===== src/rtl/nn_mem_arbiter.sv =====
// nn_mem_arbiter: arbitrates one fetch port (NUM_LANES-wide cmem/dmem reads)
// and one writeback port (single dmem write) onto shared SRAMs.
// Ports: fetch req/addrs -> grant_fp, cmem/dmem_data_arbiter (N+1, then held);
//   wb req/addr/data -> grant_wb, dmem_we/wr_addr/wr_data (same cycle);
//   mem_ready gates all grants; SRAM read ports have one cycle latency.
// Build option: define NN_ARB_RR_EN for round-robin on contention,
//   otherwise writeback has fixed priority.
module nn_mem_arbiter #(
   parameter int NUM_LANES = 8,
   parameter int MEM_LAT   = 1
) (
   input  logic                    clk,
   input  logic                    reset,
   input  logic                    memory_rqt_fp,
   input  logic [NUM_LANES*17-1:0] cmem_addr_arbiter,
   input  logic [NUM_LANES*17-1:0] dmem_addr_arbiter,
   output logic                    grant_fp,
   output logic [NUM_LANES*32-1:0] cmem_data_arbiter,
   output logic [NUM_LANES*32-1:0] dmem_data_arbiter,
   input  logic                    wb_req,
   input  logic [16:0]             wb_addr,
   input  logic [31:0]             wb_data,
   output logic                    grant_wb,
   input  logic                    mem_ready,
   output logic [NUM_LANES*17-1:0] cmem_rd_addr,
   input  logic [NUM_LANES*32-1:0] cmem_rd_data,
   output logic [NUM_LANES*17-1:0] dmem_rd_addr,
   input  logic [NUM_LANES*32-1:0] dmem_rd_data,
   output logic                    dmem_we,
   output logic [16:0]             dmem_wr_addr,
   output logic [31:0]             dmem_wr_data
);

   if (MEM_LAT != 1) begin : g_lat_chk
      $error("nn_mem_arbiter: only MEM_LAT=1 is supported");
   end

   typedef enum logic {IDLE, RESP} state_t;

   state_t                    state_q, state_d;
   logic [NUM_LANES*17-1:0]   cmem_addr_q, cmem_addr_d;
   logic [NUM_LANES*17-1:0]   dmem_addr_q, dmem_addr_d;
   logic [NUM_LANES*32-1:0]   cmem_hold_q, cmem_hold_d;
   logic [NUM_LANES*32-1:0]   dmem_hold_q, dmem_hold_d;
   logic [16:0]               wr_addr_q, wr_addr_d;
   logic [31:0]               wr_data_q, wr_data_d;
   logic                      gnt_fp, gnt_wb;

`ifdef NN_ARB_RR_EN
   // 1: writeback wins the next contended cycle
   logic rr_wb_q, rr_wb_d;
`endif

   // Grants are combinational; reset also masks them so every output
   // collapses to its (zeroed) registered value while reset is high.
   always_comb begin
      gnt_fp = 1'b0;
      gnt_wb = 1'b0;
      if (mem_ready && !reset) begin
`ifdef NN_ARB_RR_EN
         if (wb_req && memory_rqt_fp) begin
            gnt_wb = rr_wb_q;
            gnt_fp = !rr_wb_q;
         end else begin
            gnt_wb = wb_req;
            gnt_fp = memory_rqt_fp;
         end
`else
         gnt_wb = wb_req;
         gnt_fp = memory_rqt_fp && !wb_req;
`endif
      end
   end

`ifdef NN_ARB_RR_EN
   always_comb begin
      rr_wb_d = rr_wb_q;
      if (gnt_fp) rr_wb_d = 1'b1;
      if (gnt_wb) rr_wb_d = 1'b0;
   end
`endif

   // Response data is live SRAM data in RESP; the SRAM read happened at the
   // grant edge, so a write granted in RESP cannot disturb it.
   always_comb begin
      state_d           = gnt_fp ? RESP : IDLE;
      cmem_rd_addr      = gnt_fp ? cmem_addr_arbiter : cmem_addr_q;
      dmem_rd_addr      = gnt_fp ? dmem_addr_arbiter : dmem_addr_q;
      cmem_addr_d       = cmem_rd_addr;
      dmem_addr_d       = dmem_rd_addr;
      cmem_data_arbiter = (state_q == RESP) ? cmem_rd_data : cmem_hold_q;
      dmem_data_arbiter = (state_q == RESP) ? dmem_rd_data : dmem_hold_q;
      cmem_hold_d       = cmem_data_arbiter;
      dmem_hold_d       = dmem_data_arbiter;
      dmem_wr_addr      = gnt_wb ? wb_addr : wr_addr_q;
      dmem_wr_data      = gnt_wb ? wb_data : wr_data_q;
      wr_addr_d         = dmem_wr_addr;
      wr_data_d         = dmem_wr_data;
   end

   assign grant_fp = gnt_fp;
   assign grant_wb = gnt_wb;
   assign dmem_we  = gnt_wb;

   always_ff @(posedge clk or posedge reset) begin
      if (reset) begin
         state_q     <= IDLE;
         cmem_addr_q <= '0;
         dmem_addr_q <= '0;
         cmem_hold_q <= '0;
         dmem_hold_q <= '0;
         wr_addr_q   <= '0;
         wr_data_q   <= '0;
      end else begin
         state_q     <= state_d;
         cmem_addr_q <= cmem_addr_d;
         dmem_addr_q <= dmem_addr_d;
         cmem_hold_q <= cmem_hold_d;
         dmem_hold_q <= dmem_hold_d;
         wr_addr_q   <= wr_addr_d;
         wr_data_q   <= wr_data_d;
      end
   end

`ifdef NN_ARB_RR_EN
   always_ff @(posedge clk or posedge reset) begin
      if (reset) rr_wb_q <= 1'b1;
      else       rr_wb_q <= rr_wb_d;
   end
`endif

endmodule


===== config.mk =====
export PLATFORM = sky130hd
export DESIGN_NAME = nn_mem_arbiter
export DESIGN_NICKNAME = d
export VERILOG_FILES = /design/src/rtl/nn_mem_arbiter.sv
export SDC_FILE = /design/constraint.sdc
export NUM_CORES = 1
export LEC_CHECK = 0
export CORE_AREA = 4 4 660 662
export CTS_CLUSTER_SIZE = 28
export DETAILED_ROUTE_END_ITERATION = 10
export DIE_AREA = 0 0 664 666
export DONT_BUFFER_PORTS = 1
export SLEW_MARGIN = 0
export SYNTH_ARGS = -nofsm -noshare
export SYNTH_HDL_FRONTEND = slang
export SYNTH_SLANG_ARGS = --single-unit

===== constraint.sdc =====
create_clock -name clk -period 45.1 [get_ports clk]
set_input_delay 13.53 -clock clk [delete_from_list [all_inputs] [get_ports clk]]
set_output_delay 13.53 -clock clk [all_outputs]
set_load 0.005 [all_outputs]

==> run_results.csv <==
group,metric,value,unit
synthesis,synth.avg_cell_area,17.6,sq um
grt,grt_usage,10.7,%
sta,tightestPinTransition,1.21,ns
min_path,min_from,"dmem_addr_q[0]",
floorplanning,core-area,430000,sq um
setup_path,crit_path_end,"dmem_rd_addr[26]",
clock_tree,htree_levels,3,
setup_path,start_kind,"input port",
drt,drt_pre_antenna_iters,5,
grt,grt_max_degree,176,
drt,dr_total_vias,18192,
synthesis,synthCells,1764,
finish,final_core_util,9.73,%
clock_tree,cts_made_buffers,108,
clock_tree,cts_setup_buffers,0,
clock_tree,cts_hold_buf,0,
sta,rsz0062_at_grt,"no",
floorplanning,dieArea,442000,sq um
drt,wirelength,247,mm
clock_tree,clkLatencyLatePin,0.83,ns
setup_path,crit_type,"in -> out",
grt,grt_pass1_vias,17554,
setup_path,endpoint_kind,"output pin",
finish,syn_to_final_growth,34.6,%
sta,max_freq,33.0,MHz
setup_path,worstPathRequired,31.57,ns
pwr,powerDensity,53.7,nW/um^2
synthesis,ys_ff_latch,834,
finish,layout_commonest_cell,"dfrtp_1",
sta,finalSetupViolations,0,
setup_path,r2r_end,"dmem_hold_q[212]",
min_path,hold_path.class,"reg -> reg",
setup_path,r2r-start,"state_q",
synthesis,syn_nets,2602,
setup_path,startpoint,"wb_req",
sta,report.final.slew_viol_count,0,
floorplanning,start_util,7.23,%
drt,ant_nets,0,
floorplanning,rows,241,
clock_tree,clk_path_buf_depth,4,
clock_tree,cts_sinks,834,
floorplanning,io_pins,1674,
grt,overflow,0,
setup_path,critPathMaxFanout,81,
pwr,power.total,2.25,mW
finish,n_fill_cell,48894,
drt,drc,0,
finish,mostFrequentLayoutCells,"dfrtp_1 (833), mux2_2 (633), mux2_1 (200), clkbuf_16 (109), buf_4 (21)",
min_path,worstHoldPathCells,1,
placement,place.gp.congestion,0.920,
setup_path,reg2reg_depth,3,
synthesis,ys_types,10,
synthesis,yosysSeqAreaShare,67.2,%
sta,period_share,67.1,%
job,max_cap_viol_count,0,
sta,finalClockSkew,0.0459,ns
placement,io_buffers,0,
sta,setup_tns,0,ns
drt,wl_per_cell,31.7,um
sta,finalCriticalPeriod,30.27,ns
setup_path,r2r_slack,41.65,ns
floorplanning,fp.dieW,664,um
synthesis,yosysWarnings,0,
sta,relSlewSlack,19.6,%
drt,via_per_inst,2.33,
clock_tree,ctsResizeCount,0,
sta,hold_viol_final,0,
finish,fin_nets,2642,
clock_tree,cts_tree,"yes",
floorplanning,fp.dieH,666,um
placement,post-dp-hpwl,221,mm
run_status,status,"finished, final reports clean",
pwr,ir_drop,30.6,uV
synthesis,synth.cell_area,31100,sq um
grt,grt_pass1_wl,287,mm
finish,drive_gt1_share,44.3,%
grt,antenna_found_initial,430,
clock_tree,clk_pin_slew_worst_paths,0.05,ns
pwr,p_leak,15.2,nW
drt,first_iter_violations,1181,
clock_tree,root_buffer,"clkbuf_16",
setup_path,cp.arrival,16.74,ns
[per-layer routing]
metal  track usage [%]  up-vias  part of all wire, %
li1                  -     6529                    -
met1              10.1     8894                   31
met2              17.4     1726                   46
met3              8.74      783                   18
met4              3.10      260                  3.7
met5            0.0109        -                 0.71
[worst min path at each step]
stage | end | slack (ns)
6_report | dmem_addr_q[0] | 0.51
5_1_grt | cmem_addr_q[53] | 0.52
4_1_cts | cmem_addr_q[61] | 0.51
3_5_place_dp | cmem_addr_q[61] | 0.50
3_3_place_gp | wr_addr_q[2] | 0.50
2_1_floorplan | cmem_addr_q[100] | 0.48
[kinds of logic after synthesis]
group / after synthesis / synth area share, %
buffers and inverters: 95 / 2.53
AND/OR/NAND/NOR: 2 / 0.0766
flip-flops: 834 / 67.2
multiplexers: 833 / 30.2
[Yosys cell counts (all sizes together)]
library cell / number / area, sq um
dfrtp: 834 / 20900
nand3b: 1 / 7.51
buf: 93 / 778
and4bb: 1 / 16.3
inv: 2 / 7.51
mux2: 833 / 9380
[final cells by class]
class,instances,area (sq um),share of cell area [%]
well taps,5710,7140,17.1
clock buffers,142,3000,7.18
clock inverters,55,673,1.61
flip-flops and latches,834,20900,49.9
inverters,2,15.0,0.0359
repair buffers,23,198,0.473
multi-input cells,835,9400,22.5
diodes,198,495,1.19
[state kept, by name (all words and copies together) (netlist names)]
register	flops
wr_data_q	32
wr_addr_q	17
cmem_addr_q	136
dmem_hold_q	256
cmem_hold_q	256
dmem_addr_q	136
state_q	1
[metrics by stage]
step                      hold WS, ns  worst slack [ns]  std cells  cell area (sq um)
after floorplan                 0.476              8.14       1764              31100
after global placement          0.502             14.97       7404              37600
after detailed placement        0.501             14.84       7404              37600
after CTS                       0.515             14.84       7601              41300
after global routing            0.524             14.67       7697              41500
final                           0.509             14.83       7799              41800
[power breakdown]
part           switching, mW  internal, mW
sequential            0.0416         0.909
combinational          0.263         0.125
clock                  0.382         0.526
total                  0.686          1.56
[critical path: stages]
cell and delay [ns]:
and4bb_4 0.50, buf_4 0.40, buf_4 0.64, buf_4 0.87, mux2_1 0.47
Power figures use the tool's default switching activity.
